--- src/rtl/adc_seq_reader.sv ---
// Multi-channel SAR ADC sequencer: convert, shift a sample out MSB first, step the mux, settle.
// Optional build macro ADC_SEQ_TEST_PATTERN_EN replaces adc_sdo data with an incrementing counter.
module adc_seq_reader #(
    parameter int NUM_CH        = 8,
    parameter int DATA_W        = 16,
    parameter int CONV_CYCLES   = 20,
    parameter int SCK_DIV       = 1,
    parameter int SETTLE_CYCLES = 2,
    localparam int CH_W = (NUM_CH > 1) ? $clog2(NUM_CH) : 1
) (
    input  logic              AD_clk,
    input  logic              reset_n,
    input  logic              run,
    input  logic              adc_sdo,
    output logic              adc_cnv,
    output logic              adc_sck,
    output logic              adc_step,
    output logic              adc_reset,
    output logic [DATA_W-1:0] sample_data,
    output logic [CH_W-1:0]   sample_ch,
    output logic              sample_valid,
    output logic              frame_done,
    output logic              busy
);

    typedef enum logic [2:0] {S_IDLE, S_CONV, S_SHIFT, S_STEP, S_SETTLE} state_e;

    localparam int CNT_MAX = (CONV_CYCLES > SETTLE_CYCLES) ? CONV_CYCLES : SETTLE_CYCLES;
    localparam int CNT_W   = $clog2(CNT_MAX + 1);
    localparam int DIV_W   = $clog2(SCK_DIV + 1);
    localparam int BIT_W   = $clog2(DATA_W + 1);

    localparam logic [CNT_W-1:0] CONV_LAST   = CNT_W'(CONV_CYCLES - 1);
    localparam logic [CNT_W-1:0] SETTLE_LAST = CNT_W'((SETTLE_CYCLES == 0) ? 0 : SETTLE_CYCLES - 1);
    localparam logic [DIV_W-1:0] DIV_LAST    = DIV_W'(SCK_DIV - 1);
    localparam logic [BIT_W-1:0] BIT_LAST    = BIT_W'(DATA_W - 1);
    localparam logic [CH_W-1:0]  CH_LAST     = CH_W'(NUM_CH - 1);

    state_e            state_q, state_d;
    logic              run_q;
    logic [CNT_W-1:0]  cnt_q, cnt_d;
    logic [DIV_W-1:0]  div_q, div_d;
    logic [BIT_W-1:0]  bit_q, bit_d;
    logic [CH_W-1:0]   ch_q, ch_d;
    logic              sck_q, sck_d;
    logic              cnv_q, cnv_d;
    logic              step_q, step_d;
    logic              rst_q, rst_d;
    logic              valid_q, valid_d;
    logic              frame_q, frame_d;
    logic              busy_q, busy_d;
    logic [DATA_W-1:0] data_q, data_d;
    logic [CH_W-1:0]   sch_q, sch_d;
`ifdef ADC_SEQ_TEST_PATTERN_EN
    logic [DATA_W-1:0] pat_q, pat_d;
`else
    logic [DATA_W-1:0] shreg_q, shreg_d;
`endif

    always_ff @(posedge AD_clk or negedge reset_n) begin
        if (!reset_n) begin
            state_q <= S_IDLE;
            run_q   <= 1'b0;
            cnt_q   <= '0;
            div_q   <= '0;
            bit_q   <= '0;
            ch_q    <= '0;
            sck_q   <= 1'b0;
            cnv_q   <= 1'b0;
            step_q  <= 1'b0;
            rst_q   <= 1'b0;
            valid_q <= 1'b0;
            frame_q <= 1'b0;
            busy_q  <= 1'b0;
            data_q  <= '0;
            sch_q   <= '0;
`ifdef ADC_SEQ_TEST_PATTERN_EN
            pat_q   <= '0;
`else
            shreg_q <= '0;
`endif
        end else begin
            // NOTE: sequential state uses non-blocking assignments so every register samples pre-edge values.
            state_q <= state_d;
            run_q   <= run;
            cnt_q   <= cnt_d;
            div_q   <= div_d;
            bit_q   <= bit_d;
            ch_q    <= ch_d;
            sck_q   <= sck_d;
            cnv_q   <= cnv_d;
            step_q  <= step_d;
            rst_q   <= rst_d;
            valid_q <= valid_d;
            frame_q <= frame_d;
            busy_q  <= busy_d;
            data_q  <= data_d;
            sch_q   <= sch_d;
`ifdef ADC_SEQ_TEST_PATTERN_EN
            pat_q   <= pat_d;
`else
            shreg_q <= shreg_d;
`endif
        end
    end

    always_comb begin
        // NOTE: every variable gets a default first so no latch is inferred.
        state_d = state_q;
        cnt_d   = cnt_q;
        div_d   = div_q;
        bit_d   = bit_q;
        ch_d    = ch_q;
        sck_d   = sck_q;
        data_d  = data_q;
        sch_d   = sch_q;
        valid_d = 1'b0;
        frame_d = 1'b0;
        step_d  = 1'b0;
        rst_d   = 1'b0;
`ifdef ADC_SEQ_TEST_PATTERN_EN
        pat_d   = pat_q;
`else
        shreg_d = shreg_q;
`endif
        case (state_q)
            S_IDLE: begin
                ch_d = '0;
                if (run_q) begin
                    state_d = S_CONV;
                    cnt_d   = '0;
                end
            end
            S_CONV: begin
                if (cnt_q == CONV_LAST) begin
                    state_d = S_SHIFT;
                    cnt_d   = '0;
                    div_d   = '0;
                    bit_d   = '0;
                    sck_d   = 1'b0;
                end else begin
                    cnt_d = cnt_q + 1'b1;
                end
            end
            S_SHIFT: begin
                if (div_q == DIV_LAST) begin
                    div_d = '0;
                    sck_d = ~sck_q;
                    // End of a high phase: take the bit the ADC has been presenting.
                    if (sck_q) begin
`ifndef ADC_SEQ_TEST_PATTERN_EN
                        shreg_d = {shreg_q[DATA_W-2:0], adc_sdo};
`endif
                        if (bit_q == BIT_LAST) begin
                            state_d = S_STEP;
                            valid_d = 1'b1;
                            sch_d   = ch_q;
                            frame_d = (ch_q == CH_LAST);
`ifdef ADC_SEQ_TEST_PATTERN_EN
                            data_d  = pat_q;
                            pat_d   = pat_q + 1'b1;
`else
                            data_d  = {shreg_q[DATA_W-2:0], adc_sdo};
`endif
                        end else begin
                            bit_d = bit_q + 1'b1;
                        end
                    end
                end else begin
                    div_d = div_q + 1'b1;
                end
            end
            S_STEP: begin
                if (ch_q == CH_LAST) begin
                    rst_d = 1'b1;
                    ch_d  = '0;
                end else begin
                    step_d = 1'b1;
                    ch_d   = ch_q + 1'b1;
                end
                if (SETTLE_CYCLES != 0) begin
                    state_d = S_SETTLE;
                    cnt_d   = '0;
                end else if (run_q) begin
                    state_d = S_CONV;
                    cnt_d   = '0;
                end else if (ch_d == '0) begin
                    state_d = S_IDLE;
                end else begin
                    state_d = S_SETTLE;
                    cnt_d   = SETTLE_LAST;
                end
            end
            S_SETTLE: begin
                if (cnt_q != SETTLE_LAST) begin
                    cnt_d = cnt_q + 1'b1;
                end else if (run_q) begin
                    state_d = S_CONV;
                    cnt_d   = '0;
                end else if (ch_q != '0) begin
                    // Stopping mid-frame: rewind the mux, then one more settle cycle before IDLE.
                    rst_d = 1'b1;
                    ch_d  = '0;
                end else begin
                    state_d = S_IDLE;
                end
            end
            default: state_d = S_IDLE;
        endcase
        cnv_d  = (state_d == S_CONV);
        busy_d = (state_d != S_IDLE);
    end

    assign adc_cnv      = cnv_q;
    assign adc_sck      = sck_q;
    assign adc_step     = step_q;
    assign adc_reset    = rst_q;
    assign sample_data  = data_q;
    assign sample_ch    = sch_q;
    assign sample_valid = valid_q;
    assign frame_done   = frame_q;
    assign busy         = busy_q;

endmodule

--- config.mk ---
export PLATFORM = sky130hd
export DESIGN_NAME = adc_seq_reader
export DESIGN_NICKNAME = d
export VERILOG_FILES = /design/src/rtl/adc_seq_reader.sv
export SDC_FILE = /design/constraint.sdc
export NUM_CORES = 1
export LEC_CHECK = 0
export CAP_MARGIN = 0
export CORE_ASPECT_RATIO = 1.2
export CORE_MARGIN = 1.5
export CORE_UTILIZATION = 45
export CTS_CLUSTER_DIAMETER = 200
export DETAILED_ROUTE_END_ITERATION = 8
export PLACE_DENSITY = 0.68
export SLEW_MARGIN = 15
export SYNTH_ARGS = -nofsm -noshare
export SYNTH_HDL_FRONTEND = slang
export SYNTH_SLANG_ARGS = --single-unit
--- constraint.sdc ---
create_clock -name AD_clk -period 2.7 [get_ports AD_clk]
set_input_delay 0.54 -clock AD_clk [delete_from_list [all_inputs] [get_ports AD_clk]]
set_output_delay 0.54 -clock AD_clk [all_outputs]
set_load 0.005 [all_outputs]
==> run_results.csv, run 1 <==
group,metric,value,unit
route,wl_met1,1.96,mm
min_path,min_path_type,"input port to asynchronous set/reset pin",
critical_path,path_max_fanout,9,
critical_path,cp-end-kind,"register",
route,drt_iter0_markers,79,
logic_synthesis,ys_ff_latch,58,
logic_synthesis,synth-edff-count,0,
cells_and_area,fin_cells,297,
placement,place_hpwl,2.93,mm
sta,finalSetupViolCount,0,
route,wl_per_cell,13.9,um
route,met3_length,164,um
die,io_pins,30,
logic_synthesis,synth_cell_type_count,42,
sta,drv_slew,0,
grt,grt_max_degree,38,
die,die-area,0.00607,mm^2
critical_path,cp.required,2.91,ns
clock_tree,post-cts-setup-buffers,0,
sta,fmax,517,MHz
pwr,power.leakage,1.48,nW
sta,slew_headroom,0.570,
sta,fin_skew,0.00660,ns
die,die_w,71.4,um
route,vias_per_cell,5.30,
route,via_count,1573,
logic_synthesis,synth_area_leaders,"dfrtp_1, mux2_2, ha_1, nor2_1, buf_2",
placement,portBuffers,29,
logic_synthesis,netlist_area,0.00252,mm^2
sta,fin_crit,1.94,ns
clock_tree,cts_sinks,58,
route,ant_nets,0,
route,dr.pass1.iters,4,
route,wl,4.14,mm
grt,track_usage,0.156,
cells_and_area,area_delta_synth_final,21.8,%
route,drc,0,
die,dieHeight,85.0,um
logic_synthesis,yosys.area.top_type_share,0.575,
sta,timing.setup.tns,0,ns
logic_synthesis,mappedNetlistNets,204,
grt,grt-ovfl-total,0,
sta,finalCritPeriodShare,0.717,
critical_path,arrival,2.15,ns
logic_synthesis,async_flop_share,1.00,
cells_and_area,antennaDiodeCount,0,
clock_tree,clk_path_buf_depth,2,
critical_path,startpoint_type,"register",
pwr,pwr_density_cell,700,mW/mm^2
route,wl_met2,1.93,mm
logic_synthesis,synth.avg_cell_area,13.1,um^2
critical_path,criticalPathCategory,"register to register",
logic_synthesis,synth_common_cells,"dfrtp_1, mux2_2, nor2_1, nand2_1",
cells_and_area,drive_gt1_frac,0.272,
clock_tree,cts_hold_buffers,0,
outcome,status,"finished, final reports clean",
placement,gp_congestion,0.770,
grt,grt_pass1_wl,7.25,mm
clock_tree,cts_buffers,9,
logic_synthesis,synthCells,193,
placement,placedCellCount,281,
route,highest_layer,"met4",
die,row_count,29,
die,initial_core_util,0.473,
grt,antenna_found_initial,0,
logic_synthesis,synth_most_common_cell,"dfrtp_1",
clock_tree,root_buffer,"clkbuf_8",
grt,first_global_vias,1561,
clock_tree,path_clk_slew,0.06,ns
clock_tree,cts_tree,"yes",
pwr,ir_drop,0.506,mV
sta,hold_viol_final,0,
clock_tree,worst_skew_pair.late_latency,0.33,ns
logic_synthesis,seq_area_frac_synth,0.575,
logic_synthesis,ys_warn_count,0,
sta,grt_setup_unrepaired,"false",
sta,worstMarginPinSlew,0.644,ns
clock_tree,cts_resized,0,
flow_run,maxCapViolCount,0,
logic_synthesis,yosysTopAreaCell,"dfrtp_1",
pwr,total_power,2.15,mW
clock_tree,cts.htree.levels,3,
die,core-area,0.00533,mm^2
cells_and_area,final_nets,241,
logic_synthesis,synth_ff_type,"dfrtp_1",
-- sequential cells by signal, indices dropped and copies added (netlist names), 3 cells and up --
register and count:
sample_data 16, shreg_q 15, bit_q 5, cnt_q 5
ch_q 3, sample_ch 3, state_q 3
-- cell usage in the layout (no fill, tap or decap), drive strengths merged, types with 2 or more instances in the layout --
cell / synthesis / final
nand2: 8 / 8
clkdlybuf4s50: 0 / 28
nor3: 4 / 4
ha: 7 / 7
nand3: 4 / 4
mux2: 35 / 35
a211oi: 3 / 3
a21oi: 5 / 5
a211o: 2 / 2
a22o: 2 / 2
nand2b: 3 / 3
a21o: 2 / 2
o21ai: 3 / 3
and2: 2 / 2
buf: 7 / 6
nor2b: 3 / 3
and3: 2 / 2
nor2: 13 / 13
clkinvlp: 0 / 2
xor2: 3 / 3
inv: 7 / 7
nor3b: 4 / 4
clkinv: 0 / 2
clkbuf: 1 / 12
dfrtp: 58 / 58
-- critical path, stage by stage, from the launching register on --
cell and delay [ns]:
dfrtp_1 0.42, ha_1 0.22, and3_1 0.18, ha_1 0.21, nand2_1 0.22, buf_4 0.23
mux2_2 0.34
-- per-layer routing --
| metal | vias up | track usage |
|---|---|---|
| met4 | 0 | 0.0823 |
| met3 | 8 | 0.0463 |
| met5 | - | 0 |
| met2 | 35 | 0.237 |
| met1 | 774 | 0.202 |
| li1 | 756 | - |
-- cell families (layout without fill, tap and decap cells) --
group                    count (synthesis)  in the layout  share of synthesized area
multiplexers                            36             36                      0.160
XOR/XNOR                                 4              4                     0.0139
buffers and inverters                   15             57                     0.0268
AO/OA/AOI/OAI                           23             23                     0.0714
adder cells (fa/ha/maj)                  7              7                     0.0347
flip-flops                              58             58                      0.575
AND/OR/NAND/NOR                         50             50                      0.118
-- per-stage QoR --
stage	utilization	worst slack (ns)	cell area, um^2	hold WS (ns)
floorplan	-	0.943	2520	0.244
global placement	0.540	0.778	2880	0.478
detailed placement	0.540	0.738	2880	0.484
CTS	0.576	0.736	3070	0.192
global route	0.576	0.615	3070	0.214
finish	0.576	0.765	3070	0.191
-- area by class of cell --
cell class / count / area [um^2]
Fill cell: 471 / 2260
Sequential cell: 58 / 1450
Multi-Input combinational cell: 120 / 1000
Timing Repair Buffer: 34 / 323
Clock buffer: 12 / 165
Tap cell: 62 / 77.6
Inverter: 7 / 26.3
Clock inverter: 4 / 25.0
-- where the power goes --
| part | internal [mW] | switching (mW) |
|---|---|---|
| clock | 0.404 | 0.329 |
| combinational | 0.186 | 0.201 |
| sequential | 0.938 | 0.0921 |
| total | 1.53 | 0.622 |
-- final timing paths --
path	from	end	cells after the start	slack, ns
worst max-delay path	bit_q[0]$_DFFE_PN0P_	sample_ch[1]$_DFFE_PN0P_	6	0.76
worst min-delay path	reset_n	shreg_q[3]$_DFFE_PN0P_	2	0.19
min in group AD_clk	sample_data[14]$_DFFE_PN0P_	sample_data[14]$_DFFE_PN0P_	1	0.49
max in group asynchronous	reset_n	ch_q[0]$_DFFE_PN0P_	2	2.11
worst min register to register	sample_data[14]$_DFFE_PN0P_	sample_data[14]$_DFFE_PN0P_	1	0.49
worst max register to register	bit_q[0]$_DFFE_PN0P_	sample_ch[1]$_DFFE_PN0P_	6	0.76
Note: power is estimated with default switching activity, not from simulation.
==> run 2, diff against run 1 <==
==> constraint.sdc (replaced) <==
create_clock -name AD_clk -period 1.95 [get_ports AD_clk]
set_input_delay 0.39 -clock AD_clk [delete_from_list [all_inputs] [get_ports AD_clk]]
set_output_delay 0.39 -clock AD_clk [all_outputs]
set_load 0.005 [all_outputs]
==> run 2 against run 1 <==
  * First-iteration DRC count grew 14%
  * Fmax grew 4.3%
  * Core utilization grew 1.5 points
  * Power grew 41%
  * Largest power group unchanged
  * Die area is the same
  * Critical path type unchanged
  * Clock power grew 29%
  * Largest cell class unchanged
  * Register-to-register slack lost 0.67 ns
==> run_results.csv, run 2 (same netlist as run 1, synthesis figures left out) <==
group,metric,value,unit
outcome,status,"finished, final reports clean",
pwr,seqPwrFrac,0.465,
die,die_w,71.4,um
pwr,p_int,2.13,mW
clock_tree,cts_sinks,58,
sta,timing.setup.tns,0,ns
critical_path,crit_family,"simple AND/OR/NAND/NOR gates",
critical_path,startpoint_type,"register",
grt,grt_pass1_wl,7.58,mm
clock_tree,cts_tree,"yes",
route,dr.pass1.iters,4,
sta,worstMarginPinSlew,0.427,ns
min_path,min_path_type,"input port to asynchronous set/reset pin",
clock_tree,cts.htree.levels,3,
pwr,power_frac_comb,0.223,
route,wl_per_cell,14.5,um
die,initial_core_util,0.473,
grt,grt_max_degree,59,
grt,antenna_found_initial,0,
cells_and_area,antennaDiodeCount,0,
sta,finalSetupViolCount,0,
placement,placed_cell_area,0.00295,mm^2
route,via_count,1618,
sta,fin_crit,1.86,ns
die,die-area,0.00607,mm^2
pwr,ir_drop,0.832,mV
critical_path,path_max_fanout,6,
cells_and_area,multiInputGateArea,0.00101,mm^2
route,ant_nets,0,
critical_path,arrival,2.07,ns
placement,gp_congestion,0.792,
placement,portBuffers,29,
critical_path,critPathMaxStageDelay,0.51,ns
sta,slew_headroom,0.715,
cells_and_area,area_delta_synth_final,24.8,%
die,row_count,29,
sta,hold_viol_final,0,
grt,first_global_vias,1673,
cells_and_area,nFillCells,448,
critical_path,cp.required,2.17,ns
die,core-area,0.00533,mm^2
critical_path,cp-end-kind,"register",
placement,placedCellCount,288,
sta,fin_skew,0.00550,ns
sta,setup_slack,0.0941,ns
cells_and_area,largest_reg_flops,16,
cells_and_area,design_area,0.00315,mm^2
sta,grt_setup_unrepaired,"true",
clock_tree,path_clk_slew,0.06,ns
clock_tree,clk_path_buf_depth,2,
critical_path,critPathBufInv,1,
critical_path,path_cells,"inv_1 -> ha_1 -> or4b_4 -> a22oi_4 -> nor4b_1 -> a211o_1",
clock_tree,root_buffer,"clkbuf_8",
route,vias_per_cell,5.27,
sta,finalCritPeriodShare,0.952,
cells_and_area,layout.cells.most_common,"dfrtp_1",
route,wl,4.44,mm
pwr,pwr_density_cell,961,mW/mm^2
flow_run,maxCapViolCount,0,
critical_path,crit_start,"cnt_q[1]$_DFFE_PN0P_",
pwr,total_power,3.03,mW
placement,place_hpwl,3.03,mm
route,drt_iter0_markers,90,
die,io_pins,30,
pwr,power.share.switching,0.298,
cells_and_area,final_cell_mix,"dfrtp_1, mux2_2, clkdlybuf4s50_1, buf_4, nor2_1",
clock_tree,worst_skew_pair.late_latency,0.33,ns
cells_and_area,drive_gt1_frac,0.298,
placement,pre_cts_slack,0.0789,ns
pwr,p_switching,0.903,mW
critical_path,rr_startpoint,"cnt_q[1]$_DFFE_PN0P_",
pwr,clkPwrFrac,0.312,
clock_tree,cts_buffers,9,
pwr,power.leakage,1.53,nW
cells_and_area,fin_cells,307,
cells_and_area,final_nets,251,
clock_tree,cts_hold_buffers,0,
grt,track_usage,0.164,
grt,grt-ovfl-total,0,
critical_path,crit_path_top_delay_cell,"or4b_4",
die,dieHeight,85.0,um
route,drc,0,
cells_and_area,register_area,0.00145,mm^2
critical_path,criticalPathCategory,"register to register",
sta,drv_slew,0,
sta,fmax,539,MHz
-- run 2: timing repair --
item / 4_1_cts / 5_1_grt
setup buffers: 0 / 3
gates resized for setup: 0 / 1
endpoints found under the setup margin: 0 / 4
-- run 2: stage by stage --
stage           util  hold slack [ns]
3_5_place_dp   0.553            0.415
4_1_cts        0.585           0.0533
5_1_grt        0.591           0.0641
2_1_floorplan      -           0.0944
6_report       0.591           0.0499
3_3_place_gp   0.553            0.420
-- run 2: per-layer routing --
metal	wire, um	global-route usage	vias up
met5	0	0	-
met4	130	0.103	0
met3	158	0.0451	12
met2	2210	0.269	36
met1	1940	0.188	790
li1	-	-	780
-- run 2: cell type report --
cell class,count,area share
tap,62,0.0246
sequential,58,0.461
multi-input combinational,120,0.322
inverter,7,0.00834
clock buffer,11,0.0449
timing repair buffer,44,0.130
clock inverter,5,0.00953
-- run 2: path summary, 6_finish.rpt --
path	end	slack [ns]	depth (start not counted)
max	cnt_q[2]$_DFFE_PN0P_	0.09	6
min	sample_data[1]$_DFFE_PN0P_	0.05	2
max reg2reg	cnt_q[2]$_DFFE_PN0P_	0.09	6
min reg2reg	sample_data[14]$_DFFE_PN0P_	0.49	1
max in group asynchronous	run_q$_DFF_PN0_	1.65	2
min in group AD_clk	sample_data[14]$_DFFE_PN0P_	0.49	1
-- run 2: power groups by stage --
stage	registers [mW]	clock network, mW	logic (mW)
finish	1.41	0.944	0.676
global route	1.42	1.04	0.764
CTS	1.41	0.985	0.624
detailed placement	1.43	0	0.621
global placement	1.42	0	0.605
floorplan	1.40	0	0.415
-- run 2: worst reg2reg max path: cells and delay by family (launching register included) --
| kind | cells | cell delay [ns] |
|---|---|---|
| buf+inv | 1 | 0.07 |
| compound gates | 2 | 0.52 |
| fa+ha+maj | 1 | 0.13 |
| simple gates | 2 | 0.60 |
| flops | 1 | 0.42 |
==> run 3, diff against run 2 <==
--- a/config.mk
+++ b/config.mk
@@ -7,7 +7,7 @@
 export LEC_CHECK = 0
 export CAP_MARGIN = 0
 export CORE_ASPECT_RATIO = 1.2
-export CORE_MARGIN = 1.5
+export CORE_MARGIN = 8
 export CORE_UTILIZATION = 45
 export CTS_CLUSTER_DIAMETER = 200
 export DETAILED_ROUTE_END_ITERATION = 8
==> run 3 against run 2 <==
  * Setup slack better by 0.018 ns
  * First-iteration DRC count decreased by 67%
  * Clock power is 19% higher
  * Sequential share of layout area is 0.16 points lower
  * Global-route usage decreased by 4.6 points
  * Die area increased by 36%
  * Clock-buffer cell count rose by 1
  * Cell count is 0.98% lower
  * Flip-flop and latch count unchanged
  * Clock skew is 0.0016 ns higher
  * Largest cell class unchanged
  * Highest routed layer unchanged
==> run_results.csv, run 3 (same netlist as run 1, synthesis figures left out) <==
group,metric,value,unit
die,die-area,0.00827,mm^2
clock_tree,clk_path_buf_depth,2,
placement,portBuffers,29,
route,ant_nets,0,
grt,grt_pass1_wl,7.75,mm
clock_tree,cts_sinks,58,
pwr,total_power,3.15,mW
route,wl_per_cell,14.3,um
route,vias_per_cell,5.25,
sta,finalSetupViolCount,0,
critical_path,reg2reg_slack,0.11,ns
route,via_count,1595,
die,core-area,0.00556,mm^2
sta,fmax,544,MHz
sta,drv_slew,0,
route,drc,0,
cells_and_area,layout.cells.most_common,"dfrtp_1",
grt,grt_max_degree,59,
outcome,status,"finished, final reports clean",
clock_tree,path_clk_slew,0.06,ns
grt,first_global_vias,1677,
clock_tree,cts_buffers,9,
clock_tree,worst_skew_pair.late_latency,0.33,ns
cells_and_area,largest_reg_flops,16,
die,initial_core_util,0.454,
sta,finalCritPeriodShare,0.943,
sta,slew_headroom,0.734,
flow_run,maxCapViolCount,0,
clock_tree,cts.htree.levels,3,
route,dr.pass1.iters,4,
cells_and_area,drive_gt1_frac,0.283,
placement,gp_congestion,0.796,
sta,timing.setup.tns,0,ns
cells_and_area,final_cell_mix,"dfrtp_1, mux2_2, clkdlybuf4s50_1, nor2_1, clkbuf_8",
critical_path,startpoint_type,"register",
critical_path,path_max_fanout,7,
sta,hold_viol_final,0,
route,wl,4.34,mm
sta,worstMarginPinSlew,0.398,ns
pwr,ir_drop,0.773,mV
cells_and_area,nFillCells,490,
grt,track_usage,0.118,
clock_tree,cts_hold_buffers,0,
cells_and_area,area_delta_synth_final,25.3,%
pwr,pwr_density_cell,995,mW/mm^2
sta,fin_skew,0.00709,ns
die,row_count,30,
pwr,power.leakage,1.53,nW
die,io_pins,30,
critical_path,arrival,2.05,ns
critical_path,cp-end-kind,"register",
critical_path,criticalPathCategory,"register to register",
die,dieHeight,98.0,um
clock_tree,root_buffer,"clkbuf_8",
sta,grt_setup_unrepaired,"false",
grt,antenna_found_initial,0,
placement,place_hpwl,3.02,mm
cells_and_area,antennaDiodeCount,0,
cells_and_area,final_nets,246,
min_path,min_path_type,"input port to asynchronous set/reset pin",
sta,fin_crit,1.84,ns
route,drt_iter0_markers,30,
clock_tree,cts_tree,"yes",
grt,grt-ovfl-total,0,
critical_path,cp.required,2.16,ns
die,die_w,84.4,um
-- run 3: layout make-up --
type | count | area [um^2] | area share
Inverter | 7 | 26.3 | 0.00831
Tap cell | 64 | 80.1 | 0.0253
Sequential cell | 58 | 1450 | 0.459
Multi-Input combinational cell | 120 | 1010 | 0.321
Clock buffer | 12 | 155 | 0.0491
Timing Repair Buffer | 39 | 385 | 0.122
Clock inverter | 4 | 50.0 | 0.0158
-- run 3: per-layer routing --
metal | up-vias | part of all wire | global-route usage
met3 | 10 | 0.060 | 0.0471
met4 | 0 | 0.025 | 0.0701
li1 | 771 | - | -
met2 | 28 | 0.49 | 0.188
met5 | - | 0 | 0
met1 | 786 | 0.43 | 0.130
-- run 3: power by group --
group / switching, mW / internal, mW / leakage [nW]
Combinational: 0.315 / 0.306 / 0.641
Clock: 0.459 / 0.657 / 0.0986
Sequential: 0.108 / 1.30 / 0.787
-- run 3: final timing paths --
path	start	endpoint	depth (start not counted)
worst max-delay path	cnt_q[1]$_DFFE_PN0P_	cnt_q[3]$_DFFE_PN0P_	6
worst min-delay path	reset_n	sample_data[2]$_DFFE_PN0P_	2
worst max register to register	cnt_q[1]$_DFFE_PN0P_	cnt_q[3]$_DFFE_PN0P_	6
worst min register to register	sample_data[14]$_DFFE_PN0P_	sample_data[14]$_DFFE_PN0P_	1
max in group asynchronous	reset_n	shreg_q[4]$_DFFE_PN0P_	2
min in group AD_clk	sample_data[14]$_DFFE_PN0P_	sample_data[14]$_DFFE_PN0P_	1
-- run 3: per-stage QoR --
stage	area, um^2	std cells	setup slack (ns)	hold slack [ns]	util
floorplan	2520	193	0.193	0.0944	-
CTS	3150	303	0.0840	0.0449	0.566
finish	3160	304	0.112	0.0361	0.569
detailed placement	2940	287	0.108	0.416	0.529
global route	3160	304	0.00356	0.0584	0.569
global placement	2940	287	0.133	0.419	0.529
-- run 3: critical path, stage by stage (launching register included) --
cell and delay, ns:
dfrtp_1 0.40, inv_1 0.07, ha_1 0.12, or4b_4 0.51, a22oi_4 0.26, nor3_1 0.08
a211o_1 0.27
-- run 3: what timing repair did --
item,4_1_cts,5_1_grt
resized for setup,0,1
endpoints found under the setup margin,0,3
hold endpoints to repair,0,0
buffers inserted,0,1
